`config.mk`:
```
export PLATFORM = sky130hd
export DESIGN_NAME = slave_port_v3
export DESIGN_NICKNAME = d
export VERILOG_FILES = /design/src/rtl/slave_port_pkg.sv /design/src/rtl/slave_port_ram.sv /design/src/rtl/slave_port_v3.sv
export SDC_FILE = /design/constraint.sdc
export NUM_CORES = 1
export LEC_CHECK = 0
export ABC_CLOCK_PERIOD_IN_PS = 4400
export BUFFER_PORTS_ARGS = -buffer_cell sky130_fd_sc_hd__buf_2
export CAP_MARGIN = 5
export CORE_MARGIN = 2
export CORE_UTILIZATION = 40
export CTS_BUF_LIST = sky130_fd_sc_hd__clkbuf_16
export CTS_CLUSTER_DIAMETER = 60
export DETAILED_ROUTE_END_ITERATION = 12
export GPL_TIMING_DRIVEN = 0
export HOLD_SLACK_MARGIN = 0.1
export PLACE_DENSITY = 0.52
export SYNTH_ARGS = -nofsm -noshare
export SYNTH_HDL_FRONTEND = slang
export SYNTH_HIERARCHICAL = 1
export SYNTH_SLANG_ARGS = --single-unit
```
`constraint.sdc`:
```
create_clock -name clk -period 4.4 [get_ports clk]
set_input_delay 0.22 -clock clk [delete_from_list [all_inputs] [get_ports clk]]
set_output_delay 0.22 -clock clk [all_outputs]
set_load 0.02 [all_outputs]
```
`src/rtl/slave_port_pkg.sv`:
```
// Shared types and default parameter constants for the slave_port_v3 serial slave.
// Optional burst support is compiled in with SLAVE_PORT_V3_BURST_EN.
package slave_port_pkg;

    localparam int unsigned AddrWidthDef  = 16;
    localparam int unsigned DataWidthDef  = 8;
    localparam int unsigned MemDepthDef   = 64;
    localparam int unsigned BurstWidthDef = 4;

    typedef enum logic [2:0] {
        StIdle,
        StAddr,
`ifdef SLAVE_PORT_V3_BURST_EN
        StLen,
`endif
        StData,
        StWrite,
        StRead,
        StSend
    } state_e;

    function automatic int unsigned max3(input int unsigned a, input int unsigned b,
                                         input int unsigned c);
        int unsigned m;
        m = (a > b) ? a : b;
        return (m > c) ? m : c;
    endfunction

endpackage

```
`src/rtl/slave_port_ram.sv`:
```
// Backing store for slave_port_v3: synchronous write, registered read.
module slave_port_ram #(
    parameter int unsigned DATA_WIDTH = 8,
    parameter int unsigned MEM_DEPTH  = 64,
    parameter int unsigned IDX_WIDTH  = $clog2(MEM_DEPTH)
) (
    input  logic                  clk_i,
    input  logic                  we_i,
    input  logic [IDX_WIDTH-1:0]  waddr_i,
    input  logic [DATA_WIDTH-1:0] wdata_i,
    input  logic                  re_i,
    input  logic [IDX_WIDTH-1:0]  raddr_i,
    output logic [DATA_WIDTH-1:0] rdata_o
);

    logic [DATA_WIDTH-1:0] mem [MEM_DEPTH];
    logic [DATA_WIDTH-1:0] rdata_q;

    // No reset: contents must survive a port reset.
    always_ff @(posedge clk_i) begin
        if (we_i) begin
            mem[waddr_i] <= wdata_i;
        end
        if (re_i) begin
            rdata_q <= mem[raddr_i];
        end
    end

    assign rdata_o = rdata_q;

endmodule

```
`src/rtl/slave_port_v3.sv`:
```
// Bit-serial memory slave: address/length/data shifted in MSB first, reads shifted out.
// Define SLAVE_PORT_V3_BURST_EN to add the LEN header field and multi-beat bursts.
module slave_port_v3
    import slave_port_pkg::*;
#(
    parameter int unsigned ADDR_WIDTH  = AddrWidthDef,
    parameter int unsigned DATA_WIDTH  = DataWidthDef,
    parameter int unsigned MEM_DEPTH   = MemDepthDef,
    parameter int unsigned BURST_WIDTH = BurstWidthDef
) (
    input  logic clk,
    input  logic rst,
    input  logic mode,
    input  logic wr_bus,
    input  logic master_valid,
    input  logic master_ready,
    output logic rd_bus,
    output logic slave_ready,
    output logic slave_valid,
    output logic frame_err
);

    localparam int unsigned IdxW = $clog2(MEM_DEPTH);
`ifdef SLAVE_PORT_V3_BURST_EN
    localparam int unsigned MaxW = max3(ADDR_WIDTH, DATA_WIDTH, BURST_WIDTH);
`else
    localparam int unsigned MaxW = max3(ADDR_WIDTH, DATA_WIDTH, 1);
`endif
    localparam int unsigned CntW = $clog2(MaxW + 1);

    state_e                state_q, state_d;
    logic                  mode_q, mode_d;
    logic                  err_q, err_d;
    logic [CntW-1:0]       cnt_q, cnt_d;
    logic [ADDR_WIDTH-1:0] addr_q, addr_d;
    logic [DATA_WIDTH-1:0] sin_q, sin_d;
    logic [DATA_WIDTH-1:0] sout_q, sout_d;
    logic                  last_beat;

    logic                  ram_we, ram_re;
    logic [DATA_WIDTH-1:0] ram_rdata;

`ifdef SLAVE_PORT_V3_BURST_EN
    logic [BURST_WIDTH-1:0] len_q, len_d;
    logic [BURST_WIDTH-1:0] beat_q, beat_d;

    assign last_beat = (beat_q == len_q);
`else
    logic unused_burst;

    assign unused_burst = ^BURST_WIDTH;
    assign last_beat    = 1'b1;
`endif

    always_ff @(posedge clk or posedge rst) begin
        if (rst) begin
            state_q <= StIdle;
            mode_q  <= 1'b0;
            err_q   <= 1'b0;
            cnt_q   <= '0;
            addr_q  <= '0;
            sin_q   <= '0;
            sout_q  <= '0;
`ifdef SLAVE_PORT_V3_BURST_EN
            len_q   <= '0;
            beat_q  <= '0;
`endif
        end else begin
            state_q <= state_d;
            mode_q  <= mode_d;
            err_q   <= err_d;
            cnt_q   <= cnt_d;
            addr_q  <= addr_d;
            sin_q   <= sin_d;
            sout_q  <= sout_d;
`ifdef SLAVE_PORT_V3_BURST_EN
            len_q   <= len_d;
            beat_q  <= beat_d;
`endif
        end
    end

    always_comb begin
        state_d     = state_q;
        mode_d      = mode_q;
        err_d       = 1'b0;
        cnt_d       = cnt_q;
        addr_d      = addr_q;
        sin_d       = sin_q;
        sout_d      = sout_q;
`ifdef SLAVE_PORT_V3_BURST_EN
        len_d       = len_q;
        beat_d      = beat_q;
`endif
        ram_we      = 1'b0;
        slave_ready = 1'b0;
        slave_valid = 1'b0;
        rd_bus      = 1'b0;

        unique case (state_q)
            StIdle: begin
                cnt_d  = '0;
                addr_d = '0;
                sin_d  = '0;
                sout_d = '0;
`ifdef SLAVE_PORT_V3_BURST_EN
                len_d  = '0;
                beat_d = '0;
`endif
                if (master_valid) begin
                    mode_d  = mode;
                    state_d = StAddr;
                end
            end
            StAddr: begin
                slave_ready = 1'b1;
                if (!master_valid) begin
                    err_d   = 1'b1;
                    state_d = StIdle;
                end else begin
                    addr_d = ADDR_WIDTH'({addr_q, wr_bus});
                    if (cnt_q == CntW'(ADDR_WIDTH - 1)) begin
                        cnt_d = '0;
`ifdef SLAVE_PORT_V3_BURST_EN
                        state_d = StLen;
`else
                        state_d = mode_q ? StData : StRead;
`endif
                    end else begin
                        cnt_d = cnt_q + 1'b1;
                    end
                end
            end
`ifdef SLAVE_PORT_V3_BURST_EN
            StLen: begin
                slave_ready = 1'b1;
                if (!master_valid) begin
                    err_d   = 1'b1;
                    state_d = StIdle;
                end else begin
                    len_d = BURST_WIDTH'({len_q, wr_bus});
                    if (cnt_q == CntW'(BURST_WIDTH - 1)) begin
                        cnt_d   = '0;
                        state_d = mode_q ? StData : StRead;
                    end else begin
                        cnt_d = cnt_q + 1'b1;
                    end
                end
            end
`endif
            StData: begin
                slave_ready = 1'b1;
                if (!master_valid) begin
                    // Abort drops the partial beat; earlier beats are already in memory.
                    err_d   = 1'b1;
                    state_d = StIdle;
                end else begin
                    sin_d = DATA_WIDTH'({sin_q, wr_bus});
                    if (cnt_q == CntW'(DATA_WIDTH - 1)) begin
                        cnt_d   = '0;
                        state_d = StWrite;
                    end else begin
                        cnt_d = cnt_q + 1'b1;
                    end
                end
            end
            StWrite: begin
                ram_we = 1'b1;
                sin_d  = '0;
                if (last_beat) begin
                    state_d = StIdle;
                end else begin
                    addr_d  = addr_q + 1'b1;
`ifdef SLAVE_PORT_V3_BURST_EN
                    beat_d  = beat_q + 1'b1;
`endif
                    state_d = StData;
                end
            end
            StRead: begin
                sout_d  = ram_rdata;
                cnt_d   = '0;
                state_d = StSend;
            end
            StSend: begin
                slave_valid = 1'b1;
                rd_bus      = sout_q[DATA_WIDTH-1];
                if (master_ready) begin
                    sout_d = sout_q << 1;
                    if (cnt_q == CntW'(DATA_WIDTH - 1)) begin
                        cnt_d = '0;
                        if (last_beat) begin
                            state_d = StIdle;
                        end else begin
                            addr_d  = addr_q + 1'b1;
`ifdef SLAVE_PORT_V3_BURST_EN
                            beat_d  = beat_q + 1'b1;
`endif
                            state_d = StRead;
                        end
                    end else begin
                        cnt_d = cnt_q + 1'b1;
                    end
                end
            end
            default: begin
                state_d = StIdle;
            end
        endcase
    end

    // The RAM registers its output on the edge entering READ, so look up the next address.
    assign ram_re    = (state_d == StRead);
    assign frame_err = err_q;

    slave_port_ram #(
        .DATA_WIDTH (DATA_WIDTH),
        .MEM_DEPTH  (MEM_DEPTH),
        .IDX_WIDTH  (IdxW)
    ) u_ram (
        .clk_i   (clk),
        .we_i    (ram_we),
        .waddr_i (addr_q[IdxW-1:0]),
        .wdata_i (sin_q),
        .re_i    (ram_re),
        .raddr_i (addr_d[IdxW-1:0]),
        .rdata_o (ram_rdata)
    );

endmodule

```
# Word-level counts from Yosys, hierarchy flattened
# Memories as Yosys holds them, arrays and structs flattened. A register that Yosys moved wholly into a read port is not among the register bits.
# Index checks and enable logic that the tools add are counted.
[word_totals]
memories = 1
register_bits = 32
ram_bits = 512
output_inout_bits = 4
[memory_table]
columns = ["name", "words", "width", "read_ports", "rd_clocked_by_memory_dff", "write_ports", "line_no", "rtl"]
rows = [
  ["u_ram.mem", 64, 8, 1, 1, 1, "slave_port_ram.sv:16", "logic [DATA_WIDTH-1:0] mem [MEM_DEPTH];"],
]
[classes]
mux = 29
n_addsub = 1
eq_ne = 11
reduce_logical = 11
[op_table]
columns = ["operator", "n"]
rows = [
  ["two-way mux 5 bit", 5],
  ["two-way mux 3 bit", 8],
  ["one-hot mux 8 bit (3 select lines)", 1],
  ["one-hot mux 5 bit (4 select lines)", 1],
  ["two-way mux 8 bit", 2],
  ["one-hot mux 8 bit (2 select lines)", 1],
  ["one-hot mux 3 bit (5 select lines)", 1],
  ["one-hot mux 7 bit (2 select lines)", 1],
  ["equality test 3 bit, second input constant", 3],
  ["two-way mux 1 bit", 8],
  ["two-way mux 7 bit", 1],
  ["equality test 3 x 2 -> 1 bit, second input constant", 2],
  ["inequality test 2 bit, second input constant", 3],
  ["AND reduction 2 bit", 3],
  ["OR reduction 2 bit", 3],
  ["adder 5 x 1 -> 5 bit, second input constant", 1],
  ["equality test 5 x 3 -> 1 bit, second input constant", 1],
  ["equality test 5 x 4 -> 1 bit, second input constant", 1],
  ["AND reduction 4 bit", 1],
  ["nonzero test 4 bit", 1],
  ["equality test 3 x 1 -> 1 bit, second input constant", 1],
  ["logical NOT 3 bit", 1],
  ["nonzero test 3 bit", 1],
  ["nonzero test 2 bit", 1],
]

# Longest topological paths before layout
[logic_depth]
word_depth = 5
depth_mapped = 14
mapped_depth_nobuf = 9

# Modules after synthesis
# The synthesis kept the hierarchy.
[modules_own_cells]
columns = ["module", "cells_per_inst", "area_each_um2", "instances"]
rows = [
  ["slave_port_ram", 940, 20246.9, 1],
  ["slave_port_v3", 167, 1686.6, 1],
]

# Worst setup path before layout
# Ideal clock, no wire load.
[synth_path]
path_kind = "flip-flop to flip-flop"
start = "reg state_q[2]"
end = "reg u_ram.rdata_q[3] (netlist: u_ram/rdata_o[3]) (read register of u_ram.mem), data pin"
stages_incl_launch_ff = 12
t_required_ns = 4.134
path_slack_ns = 1.446
setup_time_ns = 0.266
arrival_time_ns = 2.688
cell_sequence = "dfrtp_1 > or2_1 > buf_6 > nor2_8 > a22o_1 > a22o_1 > buf_6 > buf_4 > mux4_2 > mux4_2 > o21ai_1 > o41ai_1"
[synth_via]
elab_cells_between_ends = 15
cone_classes = "eq/ne (5); mux (9); reduce/logical (1)"
[synth_rtl]
columns = ["element", "line_no", "rtl"]
rows = [
  ["start: declaration", "slave_port_v3.sv:31", "state_e state_q, state_d;"],
  ["start signal: assignment", "slave_port_v3.sv:57", "state_q <= StIdle;"],
  ["start signal: assignment", "slave_port_v3.sv:69", "state_q <= state_d;"],
  ["equality test 3 x 1 -> 1 bit or logical NOT 3 bit (tied branches)", "slave_port_v3.sv:100", "unique case (state_q)"],
  ["one-hot mux 7 bit (2 select lines) (*)", "slave_port_v3.sv:100", ""],
  ["net addr_d[0]", "slave_port_v3.sv:35", "logic [ADDR_WIDTH-1:0] addr_q, addr_d;"],
  ["end: declaration", "slave_port_ram.sv:17", "logic [DATA_WIDTH-1:0] rdata_q;"],
]
# The timed path passes the listed nets; every way through them passes the cells marked *.
# A chain may end at the register's enable or synchronous reset.

# Final worst setup path
[layout_path]
start = "reg state_q[2]"
end = "reg u_ram.rdata_q[5] (netlist: u_ram/rdata_o[5]) (read register of u_ram.mem), data pin"
# The elaborated chain is that of the path after synthesis.

==> impl_metrics.env <==
export IMPL_status="completed"
export IMPL_core_um2=54000
export IMPL_dpl_hpwl_um=36500
export IMPL_ys_seq_elements=552
export IMPL_avgSynthCellArea_um2=19.8
export IMPL_grt_pass1_vias=11216
export IMPL_io_buffer_count=9
export IMPL_ys_types=61
export IMPL_via_count=11205
export IMPL_num_nets_final=1201
export IMPL_ys_flop_type="edfxtp_1"
export IMPL_initial_core_util_pct=40.6
export IMPL_cp_max_fo=19
export IMPL_leakagePower_nw=7.82
export IMPL_hp_class="in -> async"
export IMPL_worstSetupPathType="reg -> reg"
export IMPL_r2r_setup_slack_ps=170
export IMPL_finalSetupViolations=0
export IMPL_drive_gt1_share_pct=24.4
export IMPL_r2r_cells=11
export IMPL_cts_max_level=2
export IMPL_ys_top_cells_by_area="edfxtp_1 71%, mux4_2 13%, dfrtp_1 3.7%, nor2_1 1.6%, mux2i_1 1.1%"
export IMPL_via_per_inst=5.79
export IMPL_slew_headroom_pct=28.2
export IMPL_place_congestion=0.830
export IMPL_cp_end_kind="register"
export IMPL_whs_ps=270
export IMPL_async_flop_share_pct=5.80
export IMPL_postRouteWirelength_um=55700
export IMPL_yosys_top_cells_count="520 x edfxtp_1, 126 x mux4_2, 91 x nor2_1"
export IMPL_area_growth_syn_to_layout_pct=13.5
export IMPL_cts_sinks=552
export IMPL_synth_edf_count=520
export IMPL_antenna_cells=0
export IMPL_tns_ps=0
export IMPL_clockRootBuffer="clkbuf_16"
export IMPL_grt_start_max_net_pins=51
export IMPL_netlist_area_um2=21900
export IMPL_syn_inst=1107
export IMPL_clk_path_buf_depth=3
export IMPL_worstReg2RegEnd="u_ram/rdata_o[5]"
export IMPL_synth_most_common_cell="edfxtp_1"
export IMPL_first_iter_violations=1027
export IMPL_cts_buffers_inserted=60
export IMPL_p_per_area_nw_per_um2=567
export IMPL_grt_overflow=0
export IMPL_hold_violations=0
export IMPL_synth_top_area_share_pct=71.2
export IMPL_period_minus_slack_ps=4230
export IMPL_rsz0062_at_grt="false"
export IMPL_clk_pin_slew_ps=60
export IMPL_ctsResizeCount=0
export IMPL_post_drt_wl_per_cell_um=28.8
export IMPL_start_kind="register"
export IMPL_grt_pass1_wl_um=80600
export IMPL_synth_seq_area_share_pct=74.8
export IMPL_cap_violations=0
export IMPL_dieArea_um2=56700
export IMPL_drv_slew=0
export IMPL_drc=0
export IMPL_die_x_um=238
export IMPL_ant_nets=0
export IMPL_pin_count=10
export IMPL_rows=85
export IMPL_clkLatencyLatePin_ps=610
export IMPL_cts_tree="done"
export IMPL_ys_warn_count=6
export IMPL_fin_skew_ps=14.5
export IMPL_post_route_period_util_pct=96.2
export IMPL_worst_slew_pin_slew_ps=1070
export IMPL_yosysTopAreaCell="edfxtp_1"
export IMPL_syn_num_nets=1116
export IMPL_critPathCapture="u_ram/rdata_o[5]"
export IMPL_die_y_um=238
export IMPL_p_total_mw=14.1
export IMPL_required_ps=4730
export IMPL_antenna_found_initial=0
export IMPL_peakVddDrop_mv=0.310
export IMPL_r2r_start="state_q[2]"
export IMPL_max_freq_ghz=0.236
export IMPL_drtPass1Iterations=5
export IMPL_grt_use_total_pct=20.0
export IMPL_arrival_ps=4570
export IMPL_crit_path_start="state_q[2]"
==> flip-flops by register name, summed over array words and instances (netlist names) <==
| register | flops |
|---|---|
| addr_q | 6 |
| cnt_q | 5 |
| frame_err | 1 |
| mode_q | 1 |
| sin_q | 8 |
| sout_q | 8 |
| state_q | 3 |
| u_ram/mem | 512 |
| u_ram/rdata_o | 8 |
==> layer usage <==
metal	vias up	global-route usage [%]	share of wire [%]
met5	-	0	0
met4	0	4.60	1.9
met3	70	2.96	4.9
met2	319	31.5	48
met1	6086	29.6	46
li1	4730	-	-
==> worst max-delay path, stage by stage, from the launching register on <==
cell and delay (ps):
dfrtp_1 410, or2_1 260, buf_6 150, nor2_8 130, a22o_1 150, a22o_1 160, buf_2 300, buf_4 400
clkbuf_1 740, mux4_2 410, o22ai_1 150, o41ai_1 640
==> stage by stage <==
| step | cell area (um^2) | worst slack [ps] | utilization, % | instances |
|---|---|---|---|---|
| finish | 24900 | 166 | 46.1 | 1936 |
| global route | 24900 | 81.4 | 46.1 | 1936 |
| CTS | 24900 | 81.8 | 46.1 | 1937 |
| detailed placement | 23100 | 112 | 42.7 | 1822 |
| global placement | 22800 | 142 | 42.3 | 1812 |
| floorplan | 21900 | 1450 | - | 1107 |
==> logic make-up (layout without fill, tap and decap cells) <==
group                      after synthesis  in the layout  share of synthesized area (%)
AOI/OAI and AO/OA                      119            119                           4.02
adders and majority gates                3              3                          0.171
buffers and inverters                   69            202                           1.88
and+or+nand+nor                        199            199                           4.28
xor gates and xnor gates                 1              1                         0.0399
muxes                                  164            164                           14.8
DFF                                    552            552                           74.8
==> placed cells by master (no fill, tap or decap), types with 19 or more instances in the layout <==
cell	synthesis	final
buf_2	12	21
buf_4	18	19
clkbuf_16	0	61
dfrtp_1	32	24
edfxtp_1	520	520
mux2i_1	24	24
mux4_2	126	126
nand2_1	35	35
nor2_1	91	91
==> cell type report <==
cell class	instances	area, um^2
inverter	8	30.0
multi-input combinational	486	5120
clock inverter	49	255
clock buffer	61	1530
tap	696	871
fill	4549	29100
buffer	60	378
timing repair buffer	24	282
sequential	552	16400
==> how the worst min path moves through the flow <==
stage	from	endpoint	slack, ps	depth (start not counted)
2_1_floorplan	rst	addr_q[0]	340	1
3_3_place_gp	u_ram/rdata_o[0]	sout_q[0]	440	2
3_5_place_dp	u_ram/rdata_o[0]	sout_q[0]	430	2
4_1_cts	mode	mode_q	350	3
5_1_grt	rst	sin_q[3]	330	3
6_report	rst	cnt_q[2]	270	3
==> power by group <==
group,total [mW],leakage (nW),internal (mW),switching [mW]
Clock,4.57,0.912,2.55,2.02
Combinational,3.68,1.69,1.54,2.14
Sequential,5.86,5.22,5.78,0.0833
Total,14.1,7.82,9.87,4.24
==> timing repair <==
item | in CTS | in global routing
setup buffers | 0 | 0
hold endpoints to repair | 38 | 0
hold buffers | 5 | 0
endpoints found under the setup margin | 0 | 3
Note: power is estimated with default switching activity, not from simulation.
